===== config.mk =====
export PLATFORM = sky130hd
export DESIGN_NAME = muldiv_unit
export DESIGN_NICKNAME = d
export VERILOG_FILES = /design/src/rtl/muldiv_unit.sv
export SDC_FILE = /design/constraint.sdc
export NUM_CORES = 1
export LEC_CHECK = 0
export CORE_MARGIN = 2
export CORE_UTILIZATION = 60
export CTS_CLUSTER_DIAMETER = 50
export DETAILED_ROUTE_END_ITERATION = 10
export PLACE_DENSITY_LB_ADDON = 0.15
export SLEW_MARGIN = 40
export SYNTH_ARGS = -nofsm -noshare
export SYNTH_HDL_FRONTEND = slang
export SYNTH_SLANG_ARGS = --single-unit

===== constraint.sdc =====
create_clock -name clk -period 5.15 [get_ports clk]
set_input_delay 1.03 -clock clk [delete_from_list [all_inputs] [get_ports clk]]
set_output_delay 1.03 -clock clk [all_outputs]
set_load 0.01 [all_outputs]

===== src/rtl/muldiv_unit.sv =====
`default_nettype none
// ============================================================================
// Module   : muldiv_unit
// Brief    : Iterative RV32M multiply/divide execute unit. One radix-2 step per
//            cycle on a 2*XLEN accumulator (shift-add multiply, restoring
//            divide), sign fixup in FINISH, registered Result and Done pulse.
//            Optional macro MULDIV_FAST_MUL_EN: MUL* ops bypass the iteration
//            and use a single combinational 2*XLEN multiply in FINISH.
// Revision : 1.0 - initial release
// ============================================================================
module muldiv_unit #(
    parameter int XLEN = 32
) (
    input  logic            clk,
    input  logic            rst,
    input  logic            Start,
    input  logic            Flush,
    input  logic [2:0]      funct3,
    input  logic [XLEN-1:0] SrcA,
    input  logic [XLEN-1:0] SrcB,
    output logic            Busy,
    output logic            Done,
    output logic [XLEN-1:0] Result
);
    localparam int                 c_cnt_w    = $clog2(XLEN);
    localparam logic [c_cnt_w-1:0] c_cnt_init = c_cnt_w'(XLEN - 1);
    localparam logic [XLEN-1:0]    c_int_min  = {1'b1, {(XLEN-1){1'b0}}};

    typedef enum logic [1:0] {
        S_IDLE   = 2'd0,
        S_CALC   = 2'd1,
        S_FINISH = 2'd2
    } state_t;

    state_t                state_q,    state_d;
    logic [c_cnt_w-1:0]    cnt_q,      cnt_d;
    logic [2:0]            op_q,       op_d;
    logic [XLEN-1:0]       opnd_q,     opnd_d;     // multiplicand or divisor magnitude
    logic [2*XLEN-1:0]     acc_q,      acc_d;
    logic                  sign_res_q, sign_res_d; // negate product / quotient
    logic                  sign_rem_q, sign_rem_d; // remainder follows dividend
    logic                  special_q,  special_d;  // acc low half already holds the answer
    logic [XLEN-1:0]       result_q,   result_d;
    logic                  done_q,     done_d;

    // Operand decode: which sources are treated as two's complement
    logic            w_a_signed, w_b_signed, w_a_neg, w_b_neg;
    logic [XLEN-1:0] w_a_mag, w_b_mag;
    assign w_a_signed = (funct3 == 3'b001) || (funct3 == 3'b010) || (funct3[2] && !funct3[0]);
    assign w_b_signed = (funct3 == 3'b001) || (funct3[2] && !funct3[0]);
    assign w_a_neg    = w_a_signed && SrcA[XLEN-1];
    assign w_b_neg    = w_b_signed && SrcB[XLEN-1];
    assign w_a_mag    = w_a_neg ? -SrcA : SrcA;
    assign w_b_mag    = w_b_neg ? -SrcB : SrcB;

    // Shift-add multiply step: conditionally add multiplicand to the high half, then shift right
    logic [XLEN:0]     w_mul_sum;
    logic [2*XLEN-1:0] w_mul_step;
    assign w_mul_sum  = {1'b0, acc_q[2*XLEN-1:XLEN]} + (acc_q[0] ? {1'b0, opnd_q} : {(XLEN+1){1'b0}});
    assign w_mul_step = {w_mul_sum, acc_q[XLEN-1:1]};

    // Restoring divide step: shift left, subtract divisor from the partial remainder if it fits
    logic [2*XLEN:0]   w_div_shift;
    logic [XLEN:0]     w_div_top;
    logic [XLEN-1:0]   w_div_diff;
    logic [2*XLEN-1:0] w_div_step;
    assign w_div_shift = {acc_q, 1'b0};
    assign w_div_top   = w_div_shift[2*XLEN:XLEN];
    assign w_div_diff  = w_div_top[XLEN-1:0] - opnd_q;
    assign w_div_step  = (w_div_top >= {1'b0, opnd_q})
                       ? {w_div_diff, w_div_shift[XLEN-1:1], 1'b1}
                       : w_div_shift[2*XLEN-1:0];

    // Final sign fixup and result selection
    logic [2*XLEN-1:0] w_prod_mag, w_prod;
    logic [XLEN-1:0]   w_quot, w_rem, w_final;
`ifdef MULDIV_FAST_MUL_EN
    assign w_prod_mag = op_q[2] ? acc_q
                      : ({{XLEN{1'b0}}, opnd_q} * {{XLEN{1'b0}}, acc_q[XLEN-1:0]});
`else
    assign w_prod_mag = acc_q;
`endif
    assign w_prod = sign_res_q ? -w_prod_mag : w_prod_mag;
    assign w_quot = sign_res_q ? -acc_q[XLEN-1:0] : acc_q[XLEN-1:0];
    assign w_rem  = sign_rem_q ? -acc_q[2*XLEN-1:XLEN] : acc_q[2*XLEN-1:XLEN];

    // Pick the architectural result for the latched op
    always_comb begin
        w_final = w_prod[XLEN-1:0];
        if (special_q)             w_final = acc_q[XLEN-1:0];
        else if (op_q == 3'b000)   w_final = w_prod[XLEN-1:0];
        else if (!op_q[2])         w_final = w_prod[2*XLEN-1:XLEN];
        else if (!op_q[1])         w_final = w_quot;
        else                       w_final = w_rem;
    end

    // Next-state logic: launch, iterate, finish; Flush overrides everything
    always_comb begin
        state_d    = state_q;
        cnt_d      = cnt_q;
        op_d       = op_q;
        opnd_d     = opnd_q;
        acc_d      = acc_q;
        sign_res_d = sign_res_q;
        sign_rem_d = sign_rem_q;
        special_d  = special_q;
        result_d   = result_q;
        done_d     = 1'b0;
        case (state_q)
            S_IDLE: begin
                // done_q still high means Busy is high: the Done cycle never launches
                if (Start && !Flush && !done_q) begin
                    op_d       = funct3;
                    cnt_d      = c_cnt_init;
                    special_d  = 1'b0;
                    sign_res_d = w_a_neg ^ w_b_neg;
                    sign_rem_d = w_a_neg;
                    if (funct3[2]) begin
                        opnd_d = w_b_mag;
                        acc_d  = {{XLEN{1'b0}}, w_a_mag};
                        if (SrcB == '0) begin
                            special_d = 1'b1;
                            acc_d     = {{XLEN{1'b0}}, (funct3[1] ? SrcA : {XLEN{1'b1}})};
                            state_d   = S_FINISH;
                        end else if (!funct3[0] && SrcA == c_int_min && SrcB == {XLEN{1'b1}}) begin
                            special_d = 1'b1;
                            acc_d     = {{XLEN{1'b0}}, (funct3[1] ? {XLEN{1'b0}} : c_int_min)};
                            state_d   = S_FINISH;
                        end else begin
                            state_d   = S_CALC;
                        end
                    end else begin
                        opnd_d = w_a_mag;
                        acc_d  = {{XLEN{1'b0}}, w_b_mag};
`ifdef MULDIV_FAST_MUL_EN
                        state_d = S_FINISH;
`else
                        state_d = S_CALC;
`endif
                    end
                end
            end
            S_CALC: begin
                acc_d = op_q[2] ? w_div_step : w_mul_step;
                cnt_d = cnt_q - 1'b1;
                if (cnt_q == '0) state_d = S_FINISH;
            end
            S_FINISH: begin
                result_d = w_final;
                done_d   = 1'b1;
                state_d  = S_IDLE;
            end
            default: state_d = S_IDLE;
        endcase
        if (Flush) begin
            state_d  = S_IDLE;
            done_d   = 1'b0;
            result_d = result_q;
        end
    end

    // State registers with synchronous reset
    always_ff @(posedge clk) begin
        if (rst) begin
            state_q    <= S_IDLE;
            cnt_q      <= '0;
            op_q       <= '0;
            opnd_q     <= '0;
            acc_q      <= '0;
            sign_res_q <= 1'b0;
            sign_rem_q <= 1'b0;
            special_q  <= 1'b0;
            result_q   <= '0;
            done_q     <= 1'b0;
        end else begin
            state_q    <= state_d;
            cnt_q      <= cnt_d;
            op_q       <= op_d;
            opnd_q     <= opnd_d;
            acc_q      <= acc_d;
            sign_res_q <= sign_res_d;
            sign_rem_q <= sign_rem_d;
            special_q  <= special_d;
            result_q   <= result_d;
            done_q     <= done_d;
        end
    end

    // Busy covers the whole op including the Done cycle, so a Start there is ignored
    assign Busy   = (state_q != S_IDLE) || done_q;
    assign Done   = done_q;
    assign Result = result_q;

endmodule
`default_nettype wire

==> metrics.cfg <==
[setup_path]
crit_type = register to register
start_kind = register
crit_required_ns = 5.47
crit_arrival_ns = 4.47
cp_slowest_stage_delay_ns = 0.63
r2r_cells = 12
critical_path.cell_chain = inv_1 -> nor2_1 -> ha_1 -> o211ai_1 -> o21ai_0 -> o221ai_1 -> o211ai_1 -> and4_1 -> a311oi_1 -> o21ai_0 -> xor2_1 -> o311a_1
r2r_setup_slack_ns = 1.00
path_max_fanout = 14
path_delay_family = compound AO/OA/AOI/OAI gates
end_kind = register
path_depth = 12
cp_slowest_cell = dfxtp_1
crit_buf_inv = 1

[grt]
gr-total-overflow = 0
grt_max_degree = 76
antenna_found_initial = 1
grt_pass1_wl_um = 87400
grt_use_total_pct = 41.9
grt_pass1_vias = 15600

[pwr]
powerDensity_mw_per_mm2 = 222
switching_share_pct = 39.6
pwr-share-clk_pct = 33.8
p_int_mw = 2.26
switchingPower_mw = 1.48
ir_worst_vdd_mv = 0.230
combinationalPowerShare_pct = 32.8
cellLeakagePower_nw = 6.36
pwr-share-seq_pct = 33.4

[timing]
worst_pin_slew_ns = 0.911
hold_viol_final = 0
timing.final.crit_share_pct = 80.6
setup_violations = 0
setup_tns_ns = 0
maxSlewHeadroom_pct = 38.5
fmax_mhz = 241
rsz0062_at_grt = no
drv_slew = 0
clock_skew_ns = 0.0220
finalCriticalPeriod_ns = 4.15

[placed_design]
dp_cells = 2455
portBuffers = 104
place_congestion = 1.03
place_hpwl_um = 42700

[routing]
routed_wl_um = 56600
post_drt_wl_per_cell_um = 22.7
drtIter0Drc = 2394
drc = 0
vias = 17100
vias_per_cell = 6.87
antenna_left = 0
drt-pass1-iter-count = 9

[clock_tree]
cts_tree = done
clk_latency_ns = 0.44
hold_buffers = 0
cts_resized = 0
cts_buffers = 17
cts_buffer_depth = 2
clockRootBuffer = clkbuf_16
postCtsSetupBuffers = 0
htreeDepth = 4
clk_pin_slew_ns = 0.06
clkSinkCount = 142

[outcome]
outcome = complete, no violations

[synthesis]
ys_types = 82
synth_top_area_share_pct = 18.8
synth.most_common_cell = a21oi_1
yosys_warnings = 0
synth_top_cells_by_count = a21oi_1, nor2_1, o21ai_0
netlist_area_mm2 = 0.0151
synth.top_cells.by_area = dfxtp_1, a21oi_1, o21ai_0
syn_nets = 2301
yosysTopAreaCell = dfxtp_1
synth_cells = 2157
ys.flop_type = dfxtp_1
async_flop_share_pct = 0
synth-seq-area-share_pct = 18.8
ys_ff_latch = 142
syn_avg_cell_area_um2 = 7.01
synth_edf_count = 0

[floorplan]
ioPinCount = 105
die_y_um = 163
initial_utilization_pct = 60.6
dieArea_mm2 = 0.0265
row_count = 58
fp.dieW_um = 163
coreArea_mm2 = 0.0250

[final_layout]
fin_cells = 2489
multiInputGateArea_mm2 = 0.0113
fin_nets = 2289
drive_gt1_share_pct = 5.84
register_area_mm2 = 0.00285
area_growth_pct = 11.4
fillers = 2247

[hold_path]
hold_class = register to register
min_path_cells = 2

[job]
drv_cap = 0

[power by group through the flow]
stage | Combinational [mW] | Clock [mW] | Sequential, mW
floorplan | 0.853 | 0 | 1.19
global placement | 1.16 | 0 | 1.26
detailed placement | 1.18 | 0 | 1.26
CTS | 1.18 | 1.25 | 1.24
global route | 1.32 | 1.30 | 1.25
finish | 1.23 | 1.27 | 1.25
[final timing paths]
path	end	start
max	acc_q[56]	acc_q[0]
min	opnd_q[19]	opnd_q[19]
max reg2reg	acc_q[56]	acc_q[0]
min reg2reg	opnd_q[19]	opnd_q[19]
[cell type report]
cell class | instances | share of cell area, %
Tap cell | 330 | 2.45
Timing Repair Buffer | 155 | 8.51
Clock inverter | 14 | 0.847
Antenna cell | 1 | 0.0149
Multi-Input combinational cell | 1754 | 67.0
Sequential cell | 142 | 16.9
Inverter | 75 | 1.67
Clock buffer | 18 | 2.55
[metrics by stage]
step | power, mW | hold WS (ns) | util, % | area, um^2 | worst slack [ns]
2_1_floorplan | 2.05 | 0.432 | - | 15100 | 1.61
3_3_place_gp | 2.42 | 0.438 | 65.1 | 16200 | 0.890
3_5_place_dp | 2.44 | 0.445 | 65.1 | 16300 | 0.803
4_1_cts | 3.68 | 0.453 | 67.4 | 16800 | 1.10
5_1_grt | 3.87 | 0.478 | 67.5 | 16800 | 0.791
6_report | 3.74 | 0.453 | 67.5 | 16800 | 1.00
[logic make-up after synthesis]
group	Yosys count	synth area share, %
adder cells (fa/ha/maj)	73	6.14
AO/OA/AOI/OAI	751	31.4
flip-flops	142	18.8
AND/OR/NAND/NOR	677	21.6
buffers and inverters	261	6.75
multiplexers	67	4.52
XOR/XNOR	186	10.8
[sequential cells by signal, indices dropped and copies added, names as in the netlist]
signal and flops:
special_q 1, op_q 3, opnd_q 32, acc_q 64, Result 32, sign_rem_q 1, Done 1, sign_res_q 1
state_q 2, cnt_q 5
[routing by layer]
layer,up-vias,track usage (%),routed length (um)
li1,7894,-,-
met1,7952,55.4,22900
met2,1074,64.9,24600
met3,186,9.57,6330
met4,2,19.4,2750
met5,-,0,12
[cells in the final DEF (no fill, tap or decap), types with 71 or more instances in the layout]
cell type / Yosys / final
xnor2_1: 98 / 98
dfxtp_1: 142 / 139
nand2_1: 186 / 184
o21ai_0: 194 / 194
xor2_1: 88 / 88
inv_1: 74 / 74
nor2_1: 197 / 196
ha_1: 71 / 71
a21oi_1: 214 / 213
clkdlybuf4s50_1: 0 / 102
[worst reg2reg max path: stages (launching register included)]
cell and delay [ns]:
dfxtp_1 0.63, inv_1 0.48, nor2_1 0.22, ha_1 0.30
o211ai_1 0.17, o21ai_0 0.19, o221ai_1 0.47, o211ai_1 0.21
and4_1 0.21, a311oi_1 0.49, o21ai_0 0.21, xor2_1 0.18
o311a_1 0.29
Note: power is estimated with default switching activity, not from simulation.
